<file path="src/rtl/demux_1to2_8bitsl1_pkg.sv">
// Shared constants for the L1 receive-side byte un-striper.
//   state_e : FSM encoding (ST_EMPTY = no byte held, ST_HALF = lane-0 byte held)
//   LANES   : number of output lanes
//   GAP_W   : width of the idle-gap counter
package demux_1to2_8bitsl1_pkg;

  typedef enum logic {
    ST_EMPTY = 1'b0,
    ST_HALF  = 1'b1
  } state_e;

  localparam int LANES = 2;
  localparam int GAP_W = 4;

endpackage

</file>
<file path="src/rtl/demux_lane_reg.sv">
// One output lane: WIDTH-bit data register with load enable and a valid
// pulse that is high only in the cycle after a load.
//   clk, reset_L : clock, async active-low clear
//   ld           : load d this edge (also raises v for one cycle)
//   d            : byte to present on this lane
//   q, v         : registered lane byte and its valid pulse
module demux_lane_reg #(
  parameter int WIDTH = 8
) (
  input  logic             clk,
  input  logic             reset_L,
  input  logic             ld,
  input  logic [WIDTH-1:0] d,
  output logic [WIDTH-1:0] q,
  output logic             v
);

  always_ff @(posedge clk or negedge reset_L) begin
    if (!reset_L) begin
      q <= '0;
      v <= 1'b0;
    end else begin
      v <= ld;
      if (ld) q <= d;
    end
  end

endmodule

</file>
<file path="src/rtl/demux_1to2_8bitsl1.sv">
// Receive-side byte un-striper. Consecutive valid bytes are split
// alternately into lane 0 / lane 1 and presented together as a pair.
// A lane-0 byte left waiting for MAX_GAP idle cycles is flushed alone
// with an orphan pulse.
//   clk, reset_L         : clock, async active-low reset
//   data_in, valid_in    : striped byte stream
//   data_out0/valid_out0 : lane 0 byte and pulse
//   data_out1/valid_out1 : lane 1 byte and pulse
//   orphan               : lane 0 flushed without a partner
module demux_1to2_8bitsl1
  import demux_1to2_8bitsl1_pkg::*;
#(
  parameter int WIDTH   = 8,
  parameter int MAX_GAP = 4
) (
  input  logic             clk,
  input  logic             reset_L,
  input  logic [WIDTH-1:0] data_in,
  input  logic             valid_in,
  output logic [WIDTH-1:0] data_out0,
  output logic [WIDTH-1:0] data_out1,
  output logic             valid_out0,
  output logic             valid_out1,
  output logic             orphan
);

  state_e             state;
  logic [WIDTH-1:0]   hold;
  logic [GAP_W-1:0]   gap;
  logic               pair_fire;
  logic               flush_fire;

  // Completion wins: a valid byte in HALF never lets the flush fire.
  assign pair_fire  = (state == ST_HALF) && valid_in;
  assign flush_fire = (state == ST_HALF) && !valid_in &&
                      (gap == GAP_W'(MAX_GAP - 1));

  always_ff @(posedge clk or negedge reset_L) begin
    if (!reset_L) begin
      state  <= ST_EMPTY;
      hold   <= '0;
      gap    <= '0;
      orphan <= 1'b0;
    end else begin
      orphan <= flush_fire;
      case (state)
        ST_EMPTY: begin
          if (valid_in) begin
            hold  <= data_in;
            gap   <= '0;
            state <= ST_HALF;
          end
        end
        ST_HALF: begin
          if (pair_fire || flush_fire) state <= ST_EMPTY;
          else                         gap   <= gap + GAP_W'(1);
        end
        default: state <= ST_EMPTY;
      endcase
    end
  end

  logic [LANES-1:0][WIDTH-1:0] lane_d;
  logic [LANES-1:0][WIDTH-1:0] lane_q;
  logic [LANES-1:0]            lane_ld;
  logic [LANES-1:0]            lane_v;

  // Lane 0 always takes the held byte (pair or flush); lane 1 takes the
  // arriving partner only when the pair completes.
  assign lane_d[0]  = hold;
  assign lane_d[1]  = data_in;
  assign lane_ld[0] = pair_fire || flush_fire;
  assign lane_ld[1] = pair_fire;

  for (genvar g = 0; g < LANES; g++) begin : g_lane
    demux_lane_reg #(.WIDTH(WIDTH)) u_lane (
      .clk     (clk),
      .reset_L (reset_L),
      .ld      (lane_ld[g]),
      .d       (lane_d[g]),
      .q       (lane_q[g]),
      .v       (lane_v[g])
    );
  end

  assign data_out0  = lane_q[0];
  assign data_out1  = lane_q[1];
  assign valid_out0 = lane_v[0];
  assign valid_out1 = lane_v[1];

endmodule
</file>
<file path="config.mk">
export PLATFORM = sky130hd
export DESIGN_NAME = demux_1to2_8bitsl1
export DESIGN_NICKNAME = d
export VERILOG_FILES = /design/src/rtl/demux_1to2_8bitsl1_pkg.sv /design/src/rtl/demux_lane_reg.sv /design/src/rtl/demux_1to2_8bitsl1.sv
export SDC_FILE = /design/constraint.sdc
export NUM_CORES = 1
export LEC_CHECK = 0
export BUFFER_PORTS_ARGS = -buffer_cell sky130_fd_sc_hd__buf_2
export CORE_UTILIZATION = 47
export CTS_BUF_LIST = sky130_fd_sc_hd__clkbuf_4 sky130_fd_sc_hd__clkbuf_8 sky130_fd_sc_hd__clkbuf_16
export DETAILED_ROUTE_END_ITERATION = 16
export PLACE_DENSITY = 0.71
export REMOVE_ABC_BUFFERS = 1
export SLEW_MARGIN = 10
export SYNTH_ARGS = -nofsm -noshare
export SYNTH_HDL_FRONTEND = slang
export SYNTH_SLANG_ARGS = --single-unit
</file>
<file path="constraint.sdc">
create_clock -name clk -period 3.1 [get_ports clk]
set_input_delay 0.62 -clock clk [delete_from_list [all_inputs] [get_ports clk]]
set_output_delay 0.62 -clock clk [all_outputs]
set_load 0.02 [all_outputs]
</file>
# == Yosys cells after proc, flatten, opt, wreduce, memory -nomap -nowiden ==
# Cells that the tools add are included.
# op_classes
n_addsub,1
eq_ne,3
mux,6
bitwise_logic,1
n_reduce_logical,7
# op_table
cell,count
2-to-1 mux 4 bit,2
one-hot mux 4 bit (2 select lines),1
adder 4 x 1 -> 4 bit (second input constant),1
== test 4 x 2 -> 1 bit (second input constant),1
inequality test 2 bit (second input constant),2
AND reduction 2 bit,2
logical AND 1 bit,3
2-to-1 mux 1 bit,2
one-hot mux 1 bit (2 select lines),1
zero test 1 bit,1
logical OR 1 bit,1
inverter 1 bit,1
# totals
regBits,32
inputBits,11
elab_cells,26

# == Depth between registers and ports, before layout ==
# Gate-level depths: netlist (run 1).
# logic_depth
ltp_word,6
mapped_depth,5

# == By module ==
# Synthesis (run 1) repeated with hierarchy kept, for this count alone.
# unflattened
hier_cells,90
area_unflattened_um2,1366.3
# by_module_without_submodules
mod,instances,cells_per_inst,area_per_inst_um2
demux_lane_reg,2,18,356.6
demux_1to2_8bitsl1,1,54,653.1

# == Worst setup path before layout (run 1) ==
# Ideal clock, no wire load.
# synth_path
kind,input to register
start,input port valid_in
end,register g_lane[0].u_lane.q[1]
setup_ns,0.125
arrival_time_ns,1.591
t_required_ns,2.975
setup_slack_ns,1.384
stages,5
path_buffers,2
path_cell_list,clkbuf_1 inv_1 a21oi_4 buf_12 mux2_4
# synth_via
elab_chain_cells,4
# synth_lines
element,line_no,rtl
"start, declared",demux_1to2_8bitsl1.sv:19,"input logic valid_in,"
zero test 1 bit,demux_1to2_8bitsl1.sv:35,assign flush_fire = (state == ST_HALF) && !valid_in &&
logical AND 1 bit (2 in series),demux_1to2_8bitsl1.sv:35,
logical OR 1 bit *,demux_1to2_8bitsl1.sv:72,assign lane_ld[0] = pair_fire || flush_fire;
net g_lane[0].u_lane.ld,demux_lane_reg.sv:12,"input logic ld,"
"end signal, assigned",demux_lane_reg.sv:20,q <= '0;
"end signal, assigned",demux_lane_reg.sv:24,if (ld) q <= d;
"end, declared",demux_lane_reg.sv:14,"output logic [WIDTH-1:0] q,"
# The timed path passes the listed nets; every way through them passes the cells marked *.
# A chain may end at the register's enable or synchronous reset.

# == Worst setup path after layout (run 1) ==
# layout_path
start,register gap[0]
end,register g_lane[0].u_lane.q[0]
# layout_via
elab_chain_cells,3
# layout_lines
element,line_no,rtl
"start, declared",demux_1to2_8bitsl1.sv:29,logic [GAP_W-1:0] gap;
"start signal, assigned",demux_1to2_8bitsl1.sv:56,else gap <= gap + GAP_W'(1);
== test 4 x 2 -> 1 bit,demux_1to2_8bitsl1.sv:36,(gap == GAP_W'(MAX_GAP - 1));
logical AND 1 bit,demux_1to2_8bitsl1.sv:35,
logical OR 1 bit,demux_1to2_8bitsl1.sv:72,
# Every way passes these cells.

==> impl_metrics.tcl, run 1 <==
set metrics [dict create \
    outcome "completed" \
    antenna_left 0 \
    timing.critical_path.from_type "register" \
    buffer_ports.inserted 29 \
    grt_antenna_before_repair 0 \
    synth.area.top_cells "sky130_fd_sc_hd__dfrtp_1, sky130_fd_sc_hd__mux2_2, sky130_fd_sc_hd__mux2_4" \
    average_size_of_a_mapped_cell_um2 15.1 \
    number_of_sinks_driven_by_the_clock_tree 32 \
    vias 820 \
    finalSetupViolCount 0 \
    total_leakage_power_nw 0.732 \
    power_per_cell_area_nw_per_um2 1050 \
    cp-endpoint "g_lane[0].u_lane.q[0]" \
    grt_start_max_net_pins 33 \
    clkTransAtPathRegs_ns 0.09 \
    layout_commonest_cell "sky130_fd_sc_hd__dfrtp_1" \
    io-pin-count 30 \
    initial_core_utilization 0.513 \
    max_freq_mhz 508 \
    ys_seq_elements 32 \
    tightestPinTransition_ns 0.709 \
    maxCapViolCount 0 \
    internal_cell_power_mw 1.02 \
    switching_share_of_power 0.363 \
    finalInstanceArea_um2 1520 \
    post-dp-hpwl_mm 1.54 \
    vias_per_cell 5.47 \
    total_power_mw 1.60 \
    crit_fanout 12 \
    timing.reg2reg.setup_slack_ns 1.13 \
    crit_path_top_delay_cell "sky130_fd_sc_hd__or3b_4" \
    cp_cell_sequence "ha_1, or3b_4, a21oi_4, mux2_2" \
    seqPwrFrac 0.450 \
    dp.cells 143 \
    groute.usage.overall 0.179 \
    finalCriticalPeriod_ns 1.97 \
    drc_errors 0 \
    critical_path.reg2reg.endpoint "g_lane[0].u_lane.q[0]" \
    slew_viol_final 0 \
    timing.hold.worst.class "in2async" \
    numCtsBuffers 5 \
    tritoncts_clock_tree "yes" \
    fin_crit_sh 0.635 \
    dieArea_um2 3020 \
    place_area_um2 1470 \
    power.share.clock 0.140 \
    cts_max_level 2 \
    layout_common_cells "sky130_fd_sc_hd__dfrtp_1, sky130_fd_sc_hd__buf_2, sky130_fd_sc_hd__mux2_2" \
    post_cts_hold_buffer_count 0 \
    maxSlewHeadroom 0.528 \
    hold_vio_cnt_final 0 \
    unrepaired_setup_endpoints_after_global_routing "false" \
    cts_buffer_depth 2 \
    start_to_end_type_of_the_worst_setup_path "reg2reg" \
    max_rail_drop_vdd_mv 0.594 \
    net-switching-power_mw 0.581 \
    die-width_um 54.9 \
    fp.coreArea_um2 2570 \
    synthesis.yosys.warnings 0 \
    firstDrtPassIters 4 \
    worstRegToRegCells 4 \
    layoutNonFillerInstCount 150 \
    clock_tree.root_cell "sky130_fd_sc_hd__clkbuf_4" \
    fin_setup_tns_ns 0 \
    totalWireLength_mm 2.23 \
    comb_power_share 0.409 \
    crit-reg2reg-launch "gap[0]" \
    postCtsResizedCells 0 \
    antenna_cells_inserted 0 \
    worst-path-stages 4 \
    cpLargestDelayFamily "simple AND/OR/NAND/NOR gates" \
    synth.distinct_cells 26 \
    grt_overflow 0 \
    critical-path-max-stage-delay_ns 0.42 \
    grt_first_pass_wirelength_mm 3.49 \
    worst_ep_required_time_ns 3.31 \
    post_synth_inst_count 87 \
    synth.cell_area_um2 1320 \
    synth_top_cell_by_area "sky130_fd_sc_hd__dfrtp_1" \
    clk_latency_ns 0.32 \
    height_of_the_chip_um 54.9 \
    final.hold.worst_slack_ns 0.336 \
    grt_pass1_vias 755 \
    globalplace.congestion 0.780 \
    initialDrtViolationCount 15 \
    synth.yosys.seq_area_share 0.608 \
    clock-skew-final_ns 0.00371 \
    cts.repair_timing.setup_buffer_count 0 \
    critPathLaunch "gap[0]" \
    synth_top_area_share 0.608 \
    cp-end-kind "register" \
    num_rows 18 \
    critPathArrivalTime_ns 2.18 \
    detail_route.wl_per_cell_um 14.8 \
    layout-drive-gt1-share 0.533 \
    worstPathBufferInverterCount 0 \
    areaGrowthSynthToFinish_pct 15.5 \
    nNetsFinal 132 \
]
metrics by stage:
stage | setup WS (ns) | util
floorplan | 1.31 | -
global placement | 1.22 | 0.573
detailed placement | 1.15 | 0.573
CTS | 1.13 | 0.593
global route | 1.03 | 0.593
finish | 1.13 | 0.593
cell usage after synthesis:
cell type	instances
sky130_fd_sc_hd__o21ai_0	1
sky130_fd_sc_hd__a211o_2	1
sky130_fd_sc_hd__nor2_1	1
sky130_fd_sc_hd__mux2_2	18
sky130_fd_sc_hd__nand4b_1	1
sky130_fd_sc_hd__o211ai_1	1
sky130_fd_sc_hd__or3b_4	1
sky130_fd_sc_hd__buf_12	1
sky130_fd_sc_hd__o2bb2ai_1	1
sky130_fd_sc_hd__clkbuf_1	1
sky130_fd_sc_hd__o311ai_0	1
sky130_fd_sc_hd__or2b_1	2
sky130_fd_sc_hd__nor3b_1	2
sky130_fd_sc_hd__mux2_4	6
sky130_fd_sc_hd__a21oi_1	1
sky130_fd_sc_hd__a21oi_4	1
sky130_fd_sc_hd__ha_1	1
sky130_fd_sc_hd__buf_2	1
sky130_fd_sc_hd__nand2_1	3
sky130_fd_sc_hd__inv_1	3
sky130_fd_sc_hd__nand2b_1	2
sky130_fd_sc_hd__a31o_2	1
sky130_fd_sc_hd__nand3_1	2
sky130_fd_sc_hd__dfrtp_1	32
sky130_fd_sc_hd__a2bb2oi_1	1
sky130_fd_sc_hd__nor3_1	1
worst register-to-register path: cells and delay by family (launching register included):
family / cells / cell delay [ns]
multiplexers: 1 / 0.39
AO/OA/AOI/OAI: 1 / 0.42
flip-flops: 1 / 0.41
adder cells (fa/ha/maj): 1 / 0.22
AND/OR/NAND/NOR: 1 / 0.42
state kept, by name, summed over array words and instances (netlist names):
register,count
g_lane.u_lane.q,16
gap,4
orphan,1
hold,8
state,1
g_lane.u_lane.v,2
cells by family (layout without fill, tap and decap cells):
logic type,count (synthesis),in the layout,synth area share
fa+ha+maj,1,1,0.00950
simple gates,15,15,0.0703
compound gates,9,9,0.0598
mux,24,24,0.222
flops,32,32,0.608
buf+inv,6,39,0.0304
power by group through the flow:
stage               logic, mW  clock network (mW)  registers, mW
floorplan               0.327                   0          0.856
global route            0.709               0.252          0.751
CTS                     0.665               0.234          0.723
global placement        0.643                   0          0.721
detailed placement      0.666                   0          0.730
finish                  0.655               0.224          0.721
metal layers:
layer	up-vias	global-route usage	share of wire
met5	-	0	0
met4	0	0.104	0.024
met3	8	0.0874	0.068
met2	28	0.255	0.44
met1	405	0.220	0.46
li1	379	-	-
worst min-delay path by stage:
stage / depth (start not counted) / slack (ns) / startpoint / end
final: 1 / 0.34 / reset_L / orphan
after floorplan: 0 / 0.32 / reset_L / g_lane[0].u_lane.q[0]
after global routing: 1 / 0.37 / reset_L / gap[0]
after detailed placement: 1 / 0.48 / hold[4] / g_lane[0].u_lane.q[4]
after CTS: 1 / 0.34 / reset_L / g_lane[1].u_lane.q[4]
after global placement: 1 / 0.48 / hold[4] / g_lane[0].u_lane.q[4]
layout make-up:
cell class / count / area, µm²
Sequential cell: 32 / 801
Clock inverter: 1 / 5.00
Timing Repair Buffer: 29 / 145
Multi-Input combinational cell: 49 / 477
Clock buffer: 6 / 45.0
Fill cell: 219 / 1050
Tap cell: 30 / 37.5
Inverter: 3 / 11.3
Power figures use the tool's default switching activity.
==> inputs of run 2 (changes only) <==
--- a/config.mk
+++ b/config.mk
@@ -9,7 +9,7 @@
 export CORE_UTILIZATION = 47
 export CTS_BUF_LIST = sky130_fd_sc_hd__clkbuf_4 sky130_fd_sc_hd__clkbuf_8 sky130_fd_sc_hd__clkbuf_16
 export DETAILED_ROUTE_END_ITERATION = 16
-export PLACE_DENSITY = 0.71
+export PLACE_DENSITY = 0.74
 export REMOVE_ABC_BUFFERS = 1
 export SLEW_MARGIN = 10
 export SYNTH_ARGS = -nofsm -noshare
==> constraint.sdc (replaced) <==
create_clock -name clk -period 1.8 [get_ports clk]
set_input_delay 0.36 -clock clk [delete_from_list [all_inputs] [get_ports clk]]
set_output_delay 0.36 -clock clk [all_outputs]
set_load 0.02 [all_outputs]
==> impl_metrics.tcl, run 2 (synthesis gave the netlist of run 1 again) <==
set metrics [dict create \
    outcome "completed" \
    place_area_um2 1500 \
    drc_errors 0 \
    layout_commonest_cell "sky130_fd_sc_hd__dfrtp_1" \
    areaGrowthSynthToFinish_pct 17.8 \
    cts_max_level 2 \
    total_leakage_power_nw 0.753 \
    height_of_the_chip_um 54.9 \
    max_freq_mhz 576 \
    timing.reg2reg.setup_slack_ns 0.06 \
    switching_share_of_power 0.359 \
    globalplace.congestion 0.722 \
    critPathArrivalTime_ns 1.95 \
    nNetsFinal 136 \
    fin_crit_sh 0.965 \
    clock_tree.root_cell "sky130_fd_sc_hd__clkbuf_4" \
    clk_latency_ns 0.32 \
    clkTransAtPathRegs_ns 0.10 \
    biggestRegsByFlops "g_lane.u_lane.q: 16 flops, hold: 8 flops, gap: 4 flops" \
    maxCapViolCount 0 \
    seqPwrFrac 0.439 \
    die-width_um 54.9 \
    total_area_of_multi_input_combinational_cells_um2 477 \
    grt_antenna_before_repair 0 \
    cts_buffer_depth 2 \
    detail_route.wl_per_cell_um 14.3 \
    tightestPinTransition_ns 0.686 \
    start_to_end_type_of_the_worst_setup_path "reg2reg" \
    net-switching-power_mw 1.01 \
    layout_common_cells "sky130_fd_sc_hd__dfrtp_1, sky130_fd_sc_hd__buf_2, sky130_fd_sc_hd__mux2_2" \
    grt_pass1_vias 798 \
    tritoncts_clock_tree "yes" \
    power.share.clock 0.138 \
    io-pin-count 30 \
    vias 803 \
    buffer_ports.inserted 29 \
    worstRegToRegCells 5 \
    unrepaired_setup_endpoints_after_global_routing "false" \
    grt_first_pass_wirelength_mm 3.46 \
    firstDrtPassIters 3 \
    flip_flop_and_latch_area_um2 801 \
    initialDrtViolationCount 7 \
    grt_start_max_net_pins 33 \
    fin_setup_tns_ns 0 \
    total_power_mw 2.80 \
    timing.critical_path.from_type "register" \
    finalInstanceArea_um2 1550 \
    finalCriticalPeriod_ns 1.74 \
    timing.hold.worst.class "in2async" \
    cts.repair_timing.setup_buffer_count 0 \
    antenna_left 0 \
    clock-skew-final_ns 0.00553 \
    dieArea_um2 3020 \
    numCtsBuffers 5 \
    slew_viol_final 0 \
    post_cts_hold_buffer_count 0 \
    antenna_cells_inserted 0 \
    hold_vio_cnt_final 0 \
    layout_setup_ws_ns 0.0634 \
    initial_core_utilization 0.513 \
    worst_ep_required_time_ns 2.02 \
    max_flop_register "g_lane.u_lane.q" \
    fp.coreArea_um2 2570 \
    maxSlewHeadroom 0.543 \
    internal_cell_power_mw 1.80 \
    layout-drive-gt1-share 0.548 \
    groute.usage.overall 0.174 \
    critical_path.reg2reg.endpoint "g_lane[0].u_lane.q[2]" \
    max_rail_drop_vdd_mv 1.00 \
    post-dp-hpwl_mm 1.55 \
    final.hold.worst_slack_ns 0.0700 \
    power_per_cell_area_nw_per_um2 1810 \
    vias_per_cell 5.21 \
    postCtsResizedCells 0 \
    grt_overflow 0 \
    largest_reg_flops 16 \
    crit-reg2reg-launch "gap[1]" \
    number_of_sinks_driven_by_the_clock_tree 32 \
    comb_power_share 0.423 \
    crit_fanout 6 \
    dp_slack_ns 0.0670 \
    num_rows 18 \
    finalSetupViolCount 0 \
    cp-end-kind "register" \
    nFillCells 225 \
    totalWireLength_mm 2.21 \
]
run 2: worst max path at each step:
stage                      start                    end  depth (start not counted)  slack (ns)
after floorplan           gap[0]  g_lane[0].u_lane.q[0]                          4       0.008
after global placement    gap[0]  g_lane[0].u_lane.q[3]                          5        0.12
after detailed placement  gap[1]  g_lane[0].u_lane.q[2]                          5        0.07
after CTS                 gap[1]  g_lane[0].u_lane.q[7]                          5        0.06
after global routing      gap[0]  g_lane[0].u_lane.q[2]                          5      0.0003
final                     gap[1]  g_lane[0].u_lane.q[2]                          5        0.06
run 2: final cells by class:
type	count	area share
repair buffers	33	0.113
flip-flops and latches	32	0.516
inverters	3	0.00726
multi-input cells	49	0.307
clock inverters	1	0.00323
clock buffers	6	0.0290
well taps	30	0.0242
run 2: per-layer routing:
layer	wire, µm	share of wire	GRT usage
met1	997	0.45	0.206
met2	1060	0.48	0.277
met3	102	0.046	0.0574
met4	44	0.020	0.100
met5	0	0	0
run 2: stage by stage:
| step | utilization | cells |
|---|---|---|
| 6_report | 0.604 | 154 |
| 5_1_grt | 0.604 | 154 |
| 4_1_cts | 0.604 | 154 |
| 3_5_place_dp | 0.585 | 147 |
| 3_3_place_gp | 0.585 | 147 |
| 2_1_floorplan | - | 84 |
run 2: power groups by stage:
stage,registers (mW),clock network (mW),logic (mW)
after detailed placement,1.25,0,1.20
after CTS,1.23,0.401,1.21
after global routing,1.28,0.426,1.28
after global placement,1.23,0,1.17
after floorplan,1.47,0,0.563
final,1.23,0.386,1.19
run 2: critical path, stage by stage (launching register included):
cell                      delay (ns)
sky130_fd_sc_hd__dfrtp_1        0.37
sky130_fd_sc_hd__ha_1           0.19
sky130_fd_sc_hd__or3b_4         0.41
sky130_fd_sc_hd__a21oi_4        0.15
sky130_fd_sc_hd__buf_4          0.19
sky130_fd_sc_hd__mux2_4         0.31
